--- config.mk ---
export PLATFORM = sky130hd
export DESIGN_NAME = interrupt_sequencer
export DESIGN_NICKNAME = d
export VERILOG_FILES = /design/src/rtl/intc_pkg.sv /design/src/rtl/intc_pending_latch.sv /design/src/rtl/interrupt_sequencer.sv
export SDC_FILE = /design/constraint.sdc
export NUM_CORES = 1
export LEC_CHECK = 0
export ABC_AREA = 1
export CAP_MARGIN = 5
export CORE_ASPECT_RATIO = 1.75
export CORE_MARGIN = 3
export CORE_UTILIZATION = 45
export DETAILED_ROUTE_END_ITERATION = 16
export HOLD_SLACK_MARGIN = 0.12
export PLACE_DENSITY = 0.95
export SYNTH_ARGS = -nofsm -noshare
export SYNTH_HDL_FRONTEND = slang
export SYNTH_HIERARCHICAL = 1
export SYNTH_SLANG_ARGS = --single-unit
--- constraint.sdc ---
create_clock -name clk -period 4.2 [get_ports clk]
set_clock_uncertainty 0.05 [all_clocks]
set_input_delay 0.63 -clock clk [delete_from_list [all_inputs] [get_ports clk]]
set_output_delay 0.63 -clock clk [all_outputs]
set_load 0.01 [all_outputs]
--- src/rtl/intc_pkg.sv ---
// Shared types and default geometry for the interrupt sequencer.
package intc_pkg;

  localparam int          DEF_DATA_W   = 16;
  localparam int          DEF_PC_W     = 32;
  localparam int          DEF_ADDR_W   = 20;
  localparam int          DEF_FLAGS_W  = 3;
  localparam int unsigned DEF_IVT_ADDR = 0;

  typedef enum logic [3:0] {
    IDLE,
    FLUSH,
    PUSH_PCH,
    PUSH_PCL,
    PUSH_FLG,
    RD_VH,
    WT_VH,
    RD_VL,
    WT_VL,
    LOAD,
    ACK
  } state_e;

endpackage

--- src/rtl/intc_pending_latch.sv ---
// Rising-edge detector plus sticky pending flag for the external interrupt line.
module intc_pending_latch (
  input  logic clk,
  input  logic rst,
  input  logic req_i,
  input  logic clr_i,
  output logic pending_o
);

  logic req_q;
  logic pending_q;
  logic pending_d;
  logic rise;

  assign rise = req_i & ~req_q;
  // Set beats clear so an edge landing in the ACK cycle is not lost.
  assign pending_d = rise | (pending_q & ~clr_i);

  // NOTE: sequential state is updated with non-blocking assignments only, so
  // every always_ff sees the pre-edge value of every other register.
  always_ff @(posedge clk) begin
    if (rst) begin
      req_q     <= 1'b0;
      pending_q <= 1'b0;
    end else begin
      req_q     <= req_i;
      pending_q <= pending_d;
    end
  end

  assign pending_o = pending_q;

endmodule

--- src/rtl/interrupt_sequencer.sv ---
// Interrupt entry sequencer: flush, push PC/flags, fetch vector, load PC, ack.
// Optional build macro INTC_MASK_EN adds an int_mask input that blocks entry.
module interrupt_sequencer
  import intc_pkg::*;
#(
  parameter int          DATA_W   = DEF_DATA_W,
  parameter int          PC_W     = DEF_PC_W,
  parameter int          ADDR_W   = DEF_ADDR_W,
  parameter int          FLAGS_W  = DEF_FLAGS_W,
  parameter int unsigned IVT_ADDR = DEF_IVT_ADDR
) (
  input  logic               clk,
  input  logic               rst,
  input  logic               interrupt,
  input  logic               safe_point,
  input  logic [PC_W-1:0]    pc_in,
  input  logic [FLAGS_W-1:0] flags_in,
  input  logic [ADDR_W-1:0]  sp_in,
  output logic               sp_dec,
  output logic               mem_req,
  output logic               mem_we,
  output logic [ADDR_W-1:0]  mem_addr,
  output logic [DATA_W-1:0]  mem_wdata,
  input  logic               mem_gnt,
  input  logic               mem_rvalid,
  input  logic [DATA_W-1:0]  mem_rdata,
  output logic               stall,
  output logic               flush,
  output logic               pc_load,
  output logic [PC_W-1:0]    pc_load_val,
  output logic               ack,
`ifdef INTC_MASK_EN
  input  logic               int_mask,
`endif
  output logic               busy
);

  localparam logic [ADDR_W-1:0] IVT_HI = ADDR_W'(IVT_ADDR);
  localparam logic [ADDR_W-1:0] IVT_LO = IVT_HI + ADDR_W'(1);

  state_e             state_q, state_d;
  logic [PC_W-1:0]    pc_q, pc_d;
  logic [FLAGS_W-1:0] flags_q, flags_d;
  logic [PC_W-1:0]    vec_q, vec_d;
  logic               pending;
  logic               masked;

`ifdef INTC_MASK_EN
  assign masked = int_mask;
`else
  assign masked = 1'b0;
`endif

  intc_pending_latch u_pending (
    .clk       (clk),
    .rst       (rst),
    .req_i     (interrupt),
    .clr_i     (state_q == ACK),
    .pending_o (pending)
  );

  // NOTE: every variable gets a default before the case so no path leaves it
  // unassigned, which would otherwise infer a latch.
  always_comb begin
    state_d = state_q;
    pc_d    = pc_q;
    flags_d = flags_q;
    vec_d   = vec_q;
    case (state_q)
      IDLE:     if (pending && safe_point && !masked) state_d = FLUSH;
      FLUSH: begin
        pc_d    = pc_in;
        flags_d = flags_in;
        state_d = PUSH_PCH;
      end
      PUSH_PCH: if (mem_gnt) state_d = PUSH_PCL;
      PUSH_PCL: if (mem_gnt) state_d = PUSH_FLG;
      PUSH_FLG: if (mem_gnt) state_d = RD_VH;
      RD_VH:    if (mem_gnt) state_d = WT_VH;
      WT_VH: if (mem_rvalid) begin
        vec_d[PC_W-1:DATA_W] = mem_rdata;
        state_d              = RD_VL;
      end
      RD_VL:    if (mem_gnt) state_d = WT_VL;
      WT_VL: if (mem_rvalid) begin
        vec_d[DATA_W-1:0] = mem_rdata;
        state_d           = LOAD;
      end
      LOAD:     state_d = ACK;
      ACK:      state_d = IDLE;
      default:  state_d = IDLE;
    endcase
  end

  always_ff @(posedge clk) begin
    if (rst) begin
      state_q <= IDLE;
      pc_q    <= '0;
      flags_q <= '0;
      vec_q   <= '0;
    end else begin
      state_q <= state_d;
      pc_q    <= pc_d;
      flags_q <= flags_d;
      vec_q   <= vec_d;
    end
  end

  // Outputs are forced low while rst is high so no transaction can slip out.
  always_comb begin
    sp_dec      = 1'b0;
    mem_req     = 1'b0;
    mem_we      = 1'b0;
    mem_addr    = '0;
    mem_wdata   = '0;
    stall       = 1'b0;
    flush       = 1'b0;
    pc_load     = 1'b0;
    pc_load_val = '0;
    ack         = 1'b0;
    busy        = 1'b0;
    if (!rst) begin
      busy  = (state_q != IDLE);
      stall = busy;
      case (state_q)
        FLUSH: flush = 1'b1;
        PUSH_PCH, PUSH_PCL, PUSH_FLG: begin
          mem_req  = 1'b1;
          mem_we   = 1'b1;
          mem_addr = sp_in;
          sp_dec   = mem_gnt;
          if (state_q == PUSH_PCH)      mem_wdata = pc_q[PC_W-1:DATA_W];
          else if (state_q == PUSH_PCL) mem_wdata = pc_q[DATA_W-1:0];
          else                          mem_wdata = DATA_W'(flags_q);
        end
        RD_VH: begin
          mem_req  = 1'b1;
          mem_addr = IVT_HI;
        end
        RD_VL: begin
          mem_req  = 1'b1;
          mem_addr = IVT_LO;
        end
        LOAD: begin
          pc_load     = 1'b1;
          pc_load_val = vec_q;
        end
        ACK:     ack = 1'b1;
        default: ;
      endcase
    end
  end

endmodule

==> impl_metrics.tcl, run 1 <==
set metrics [dict create \
    die_area_um2 8800 \
    cts_resized 0 \
    critical-path-top-delay-family "simple AND/OR/NAND/NOR gates" \
    grt_util_all_layers_pct 23.9 \
    ir_worst_vdd_mv 0.317 \
    slew_viol_final 0 \
    cts_max_level 3 \
    p_per_area_nw_per_um2 510 \
    drt-wirelength-per-cell_um 13.9 \
    crit_path_end_kind "output port" \
    tns_ps 0 \
    vias_per_cell 5.10 \
    final_core_util_pct 71.6 \
    port_buffers 152 \
    path_clk_slew_ps 50 \
    numCtsBuffers 9 \
    syn_area_um2 3450 \
    core_region_area_um2 7340 \
    post-place-ws_ps 766 \
    period_share_pct 83.8 \
    area_growth_pct 52.3 \
    dr.pass1.iters 5 \
    hp-class "reg -> reg" \
    grt_start_max_net_pins 61 \
    synth.distinct_cells 21 \
    final_cell_mix "clkdlybuf4s50_1, nor2_1, o21ai_0, dfxtp_1, inv_1" \
    hold_violations 0 \
    min_period_ps 3520 \
    cp_slowest_cell "clkdlybuf4s50_1" \
    antenna_found_initial 0 \
    worst_setup_path_start_kind "register" \
    grt_overflow 0 \
    slew_headroom_pct 30.6 \
    num_rows 41 \
    via_count 3786 \
    required_ps 3520 \
    hpwl_um 7540 \
    cts_tree "built" \
    first_global_vias 3741 \
    clock_sinks 73 \
    n_fill_cell 582 \
    max_slew.worst_pin.slew_ps 1040 \
    final_nets 730 \
    drt_iter0_markers 205 \
    ys_ff_latch 73 \
    path_cells "nand2_1, inv_1, nand2_1, nand3_2, nand2_2, nor2_1, clkdlybuf4s50_1" \
    report.power.total_mw 2.68 \
    ctsHoldBuffers 0 \
    p_leak_nw 2.00 \
    arrival_ps 2840 \
    syn_area_per_cell_um2 6.66 \
    clock_path_buffers 2 \
    finalSetupViolations 0 \
    seq_area_um2 1460 \
    status "finished, final reports clean" \
    ys_seq_area_share_pct 42.3 \
    layout_commonest_cell "clkdlybuf4s50_1" \
    num_antenna_cells 0 \
    drc 0 \
    post-cts-setup-buffers 0 \
    die_height_um 122 \
    pin_count 153 \
    clock_latency_ps 330 \
    cp_num_buf_inv 2 \
    place.gp.congestion 0.856 \
    ant_nets 0 \
    path_max_fanout 24 \
    rsz0062_at_grt "false" \
    die_w_um 72.2 \
    cts-root-buf "clkbuf_16" \
    max_freq_mhz 284 \
    syn_nets 595 \
    crit_path_frequent_cell "nand2_1" \
    drive_above_1_share_pct 5.18 \
    maxCapViolCount 0 \
    fin_ws_ps 679 \
    synth_warnings 6 \
    netlist_instances 518 \
    grt_pass1_wl_um 16700 \
    max_stage_delay_ps 600 \
    start_util_pct 47.0 \
    multi_input_area_um2 1550 \
    critPathKind "reg -> out" \
    drt-total-wl_um 10300 \
]
==> through the flow <==
step           hold slack, ps  cells  cell area (µm²)
2_1_floorplan             380    518             3450
3_3_place_gp              389    728             4940
3_5_place_dp              394    728             4940
4_1_cts                   403    743             5260
5_1_grt                   411    743             5260
6_report                  401    743             5260
==> state kept, by name, summed over array words and instances (netlist names) <==
signal and cells:
flags_q 3, state_q 4, u_pending/pending_o 1, pc_q 32
vec_q 32, u_pending/req_q 1
==> metal layers <==
metal | routed length (µm) | GRT usage [%] | part of all wire [%]
met4 | 210 | 10.1 | 2.0
met2 | 5560 | 43.2 | 54
met5 | 0 | 0 | 0
met1 | 3820 | 26.8 | 37
met3 | 747 | 4.21 | 7.2
==> worst paths after layout <==
check	from	endpoint	slack, ps	depth (start not counted)
worst max-delay path	state_q[1]	sp_dec	680	7
worst min register to register	vec_q[6]	vec_q[6]	400	2
worst min-delay path	vec_q[6]	vec_q[6]	400	2
worst max register to register	state_q[1]	vec_q[25]	1580	5
==> worst reg2reg max path: cells and delay by family, from the launching register on <==
family	cells	cell delay, ps
buffers and inverters	1	90
AOI/OAI and AO/OA	2	690
and+or+nand+nor	2	1190
DFF	1	440
==> kinds of logic after synthesis <==
kind of cell	count (synthesis)	synth area share [%]
AOI/OAI and AO/OA	126	18.5
and+or+nand+nor	216	26.5
DFF	73	42.3
buffers and inverters	103	12.7
==> synthesized netlist by cell type <==
cell      instances  area share, %
nor2_1          135             15
inv_1            65            7.1
nand3b_1          1           0.22
nor3_1            2           0.29
dfxtp_1          73             42
buf_6             2           0.65
buf_4             8            1.7
nand2_2           3           0.54
nand3_2           2           0.58
o21ai_0          73             11
nand3_1          45            6.5
clkinv_1          1           0.11
a21oi_1          51            7.4
o21a_1            1           0.22
a41oi_1           1           0.25
clkbuf_1         19            2.1
inv_2             4           0.43
buf_2             4           0.58
nor2_4            1           0.33
nor2_2            6            1.1
nand2_1          21            2.3
==> final cells by class <==
cell class / instances / share of cell area, %
timing repair buffer: 157 / 29.7
clock inverter: 3 / 1.24
inverter: 70 / 5.00
sequential: 73 / 27.8
clock buffer: 12 / 4.69
tap: 86 / 2.05
multi-input combinational: 342 / 29.5
==> report_power, final <==
group          switching [mW]  leakage, nW  internal, mW  total (mW)
sequential              0.101        0.596         0.868       0.969
clock                   0.261        0.153         0.531       0.793
combinational           0.547         1.26         0.370       0.917
No activity file was read; power rests on OpenSTA's default activity.
==> run 2, diff against run 1 <==
Settings changed: CORE_UTILIZATION 45 to 38, PLACE_DENSITY 0.95 to 0.89.
Clock period 4.2 ns to 2.8 ns, I/O delays scaled along.
==> impl_metrics.tcl, run 2 (synthesized netlist as in run 1, its figures left out) <==
set metrics [dict create \
    report.power.total_mw 4.00 \
    drc 0 \
    period_share_pct 95.4 \
    num_rows 45 \
    reg2reg_from "state_q[3]" \
    internal_power_mw 2.63 \
    drt_iter0_markers 126 \
    clock_latency_ps 330 \
    reg_top3 "pc_q x32, vec_q x32, state_q x4" \
    required_ps 2330 \
    p_sw_mw 1.38 \
    slew_viol_final 0 \
    crit_path_end "mem_addr[3]" \
    final_area_um2 5370 \
    r2r-end "pc_q[1]" \
    max_stage_delay_ps 570 \
    clock_path_buffers 2 \
    vias_per_cell 4.87 \
    hp-class "reg -> reg" \
    area_growth_pct 55.5 \
    slew_headroom_pct 63.4 \
    place_area_um2 5050 \
    numCtsBuffers 9 \
    comb_power_share_pct 35.7 \
    reg2reg_depth 7 \
    cts_tree "built" \
    place.gp.congestion 0.938 \
    grt_start_max_net_pins 50 \
    ctsHoldBuffers 0 \
    grt_overflow 0 \
    max_freq_mhz 374 \
    max_slew.worst_pin.slew_ps 549 \
    final_cell_mix "clkdlybuf4s50_1, nor2_1, o21ai_0" \
    drt-total-wl_um 10300 \
    path_cells "nand2_1, inv_1, nand2_1, nand3_2, nand2_8, nor2_1, clkdlybuf4s50_1" \
    clkPwrFrac_pct 28.0 \
    ant_nets 0 \
    sw_frac_of_total_pct 34.4 \
    rsz0062_at_grt "false" \
    first_global_vias 3650 \
    core_region_area_um2 8780 \
    start_util_pct 39.3 \
    drt-wirelength-per-cell_um 13.2 \
    final_nets 737 \
    ir_worst_vdd_mv 0.481 \
    port_buffers 152 \
    seq_power_share_pct 36.2 \
    maxCapViolCount 0 \
    antenna_found_initial 0 \
    hold_violations 0 \
    hpwl_um 7800 \
    num_antenna_cells 0 \
    grt_pass1_wl_um 16800 \
    crit_path_frequent_cell "nand2_1" \
    min_period_ps 2670 \
    crit_start "state_q[1]" \
    pin_count 153 \
    clock_sinks 73 \
    status "finished, final reports clean" \
    whs_path_depth 2 \
    final_core_util_pct 61.1 \
    worst_setup_path_start_kind "register" \
    die_height_um 132 \
    tns_ps 0 \
    crit_path_end_kind "output port" \
    cp_slowest_cell "clkdlybuf4s50_1" \
    post-place-ws_ps 277 \
    via_count 3804 \
    die_w_um 78.0 \
    cts_max_level 3 \
    layout_commonest_cell "clkdlybuf4s50_1" \
    dr.pass1.iters 4 \
    die_area_um2 10300 \
    cts-root-buf "clkbuf_16" \
    p_leak_nw 2.04 \
    path_clk_slew_ps 60 \
    p_per_area_nw_per_um2 746 \
    fin_ws_ps 128 \
    critPathKind "reg -> out" \
    drive_above_1_share_pct 6.63 \
    arrival_ps 2200 \
    finalSetupViolations 0 \
    r2r_setup_slack_ps 890 \
    path_max_fanout 24 \
    grt_util_all_layers_pct 20.0 \
]
run 2: cell type report:
type | count | area [µm²]
clock buffer | 12 | 256
clock inverter | 3 | 40.0
fill | 786 | 3420
inverter | 70 | 263
multi-input combinational | 342 | 1570
sequential | 73 | 1460
tap | 117 | 146
timing repair buffer | 164 | 1620
run 2: what timing repair did:
action / 4_1_cts / 5_1_grt
setup buffers: 0 / 0
cloned: 0 / 0
setup endpoints to repair: 23 / 28
gates resized for setup: 1 / 4
run 2: worst min-delay path by stage:
stage	start	end	slack [ps]
global placement	vec_q[29]	vec_q[29]	390
global route	vec_q[19]	vec_q[19]	430
detailed placement	vec_q[17]	vec_q[17]	390
floorplan	vec_q[0]	vec_q[0]	380
CTS	vec_q[17]	vec_q[17]	400
finish	vec_q[19]	vec_q[19]	400
run 2: routing by layer:
metal / GRT usage [%] / up-vias / routed length, µm
li1: - / 1923 / -
met3: 3.28 / 20 / 594
met1: 21.0 / 1726 / 3830
met5: 0 / - / 0
met2: 37.6 / 135 / 5610
met4: 9.63 / 0 / 246
run 2: power groups by stage:
stage / clock network, mW / logic, mW / registers, mW
floorplan: 0 / 0.938 / 1.43
global placement: 0 / 1.36 / 1.45
detailed placement: 0 / 1.42 / 1.46
CTS: 1.15 / 1.43 / 1.44
global route: 1.19 / 1.61 / 1.48
finish: 1.12 / 1.43 / 1.45
run 2: worst max-delay path: cells and delay by family (launching register included):
family                 cells  cell delay (ps)
and+or+nand+nor            5              780
buffers and inverters      2              650
DFF                        1              440
run 2: through the flow:
step           hold WS [ps]  instances
3_3_place_gp            390        766
2_1_floorplan           380        518
6_report                401        781
3_5_place_dp            394        766
5_1_grt                 431        781
4_1_cts                 402        781
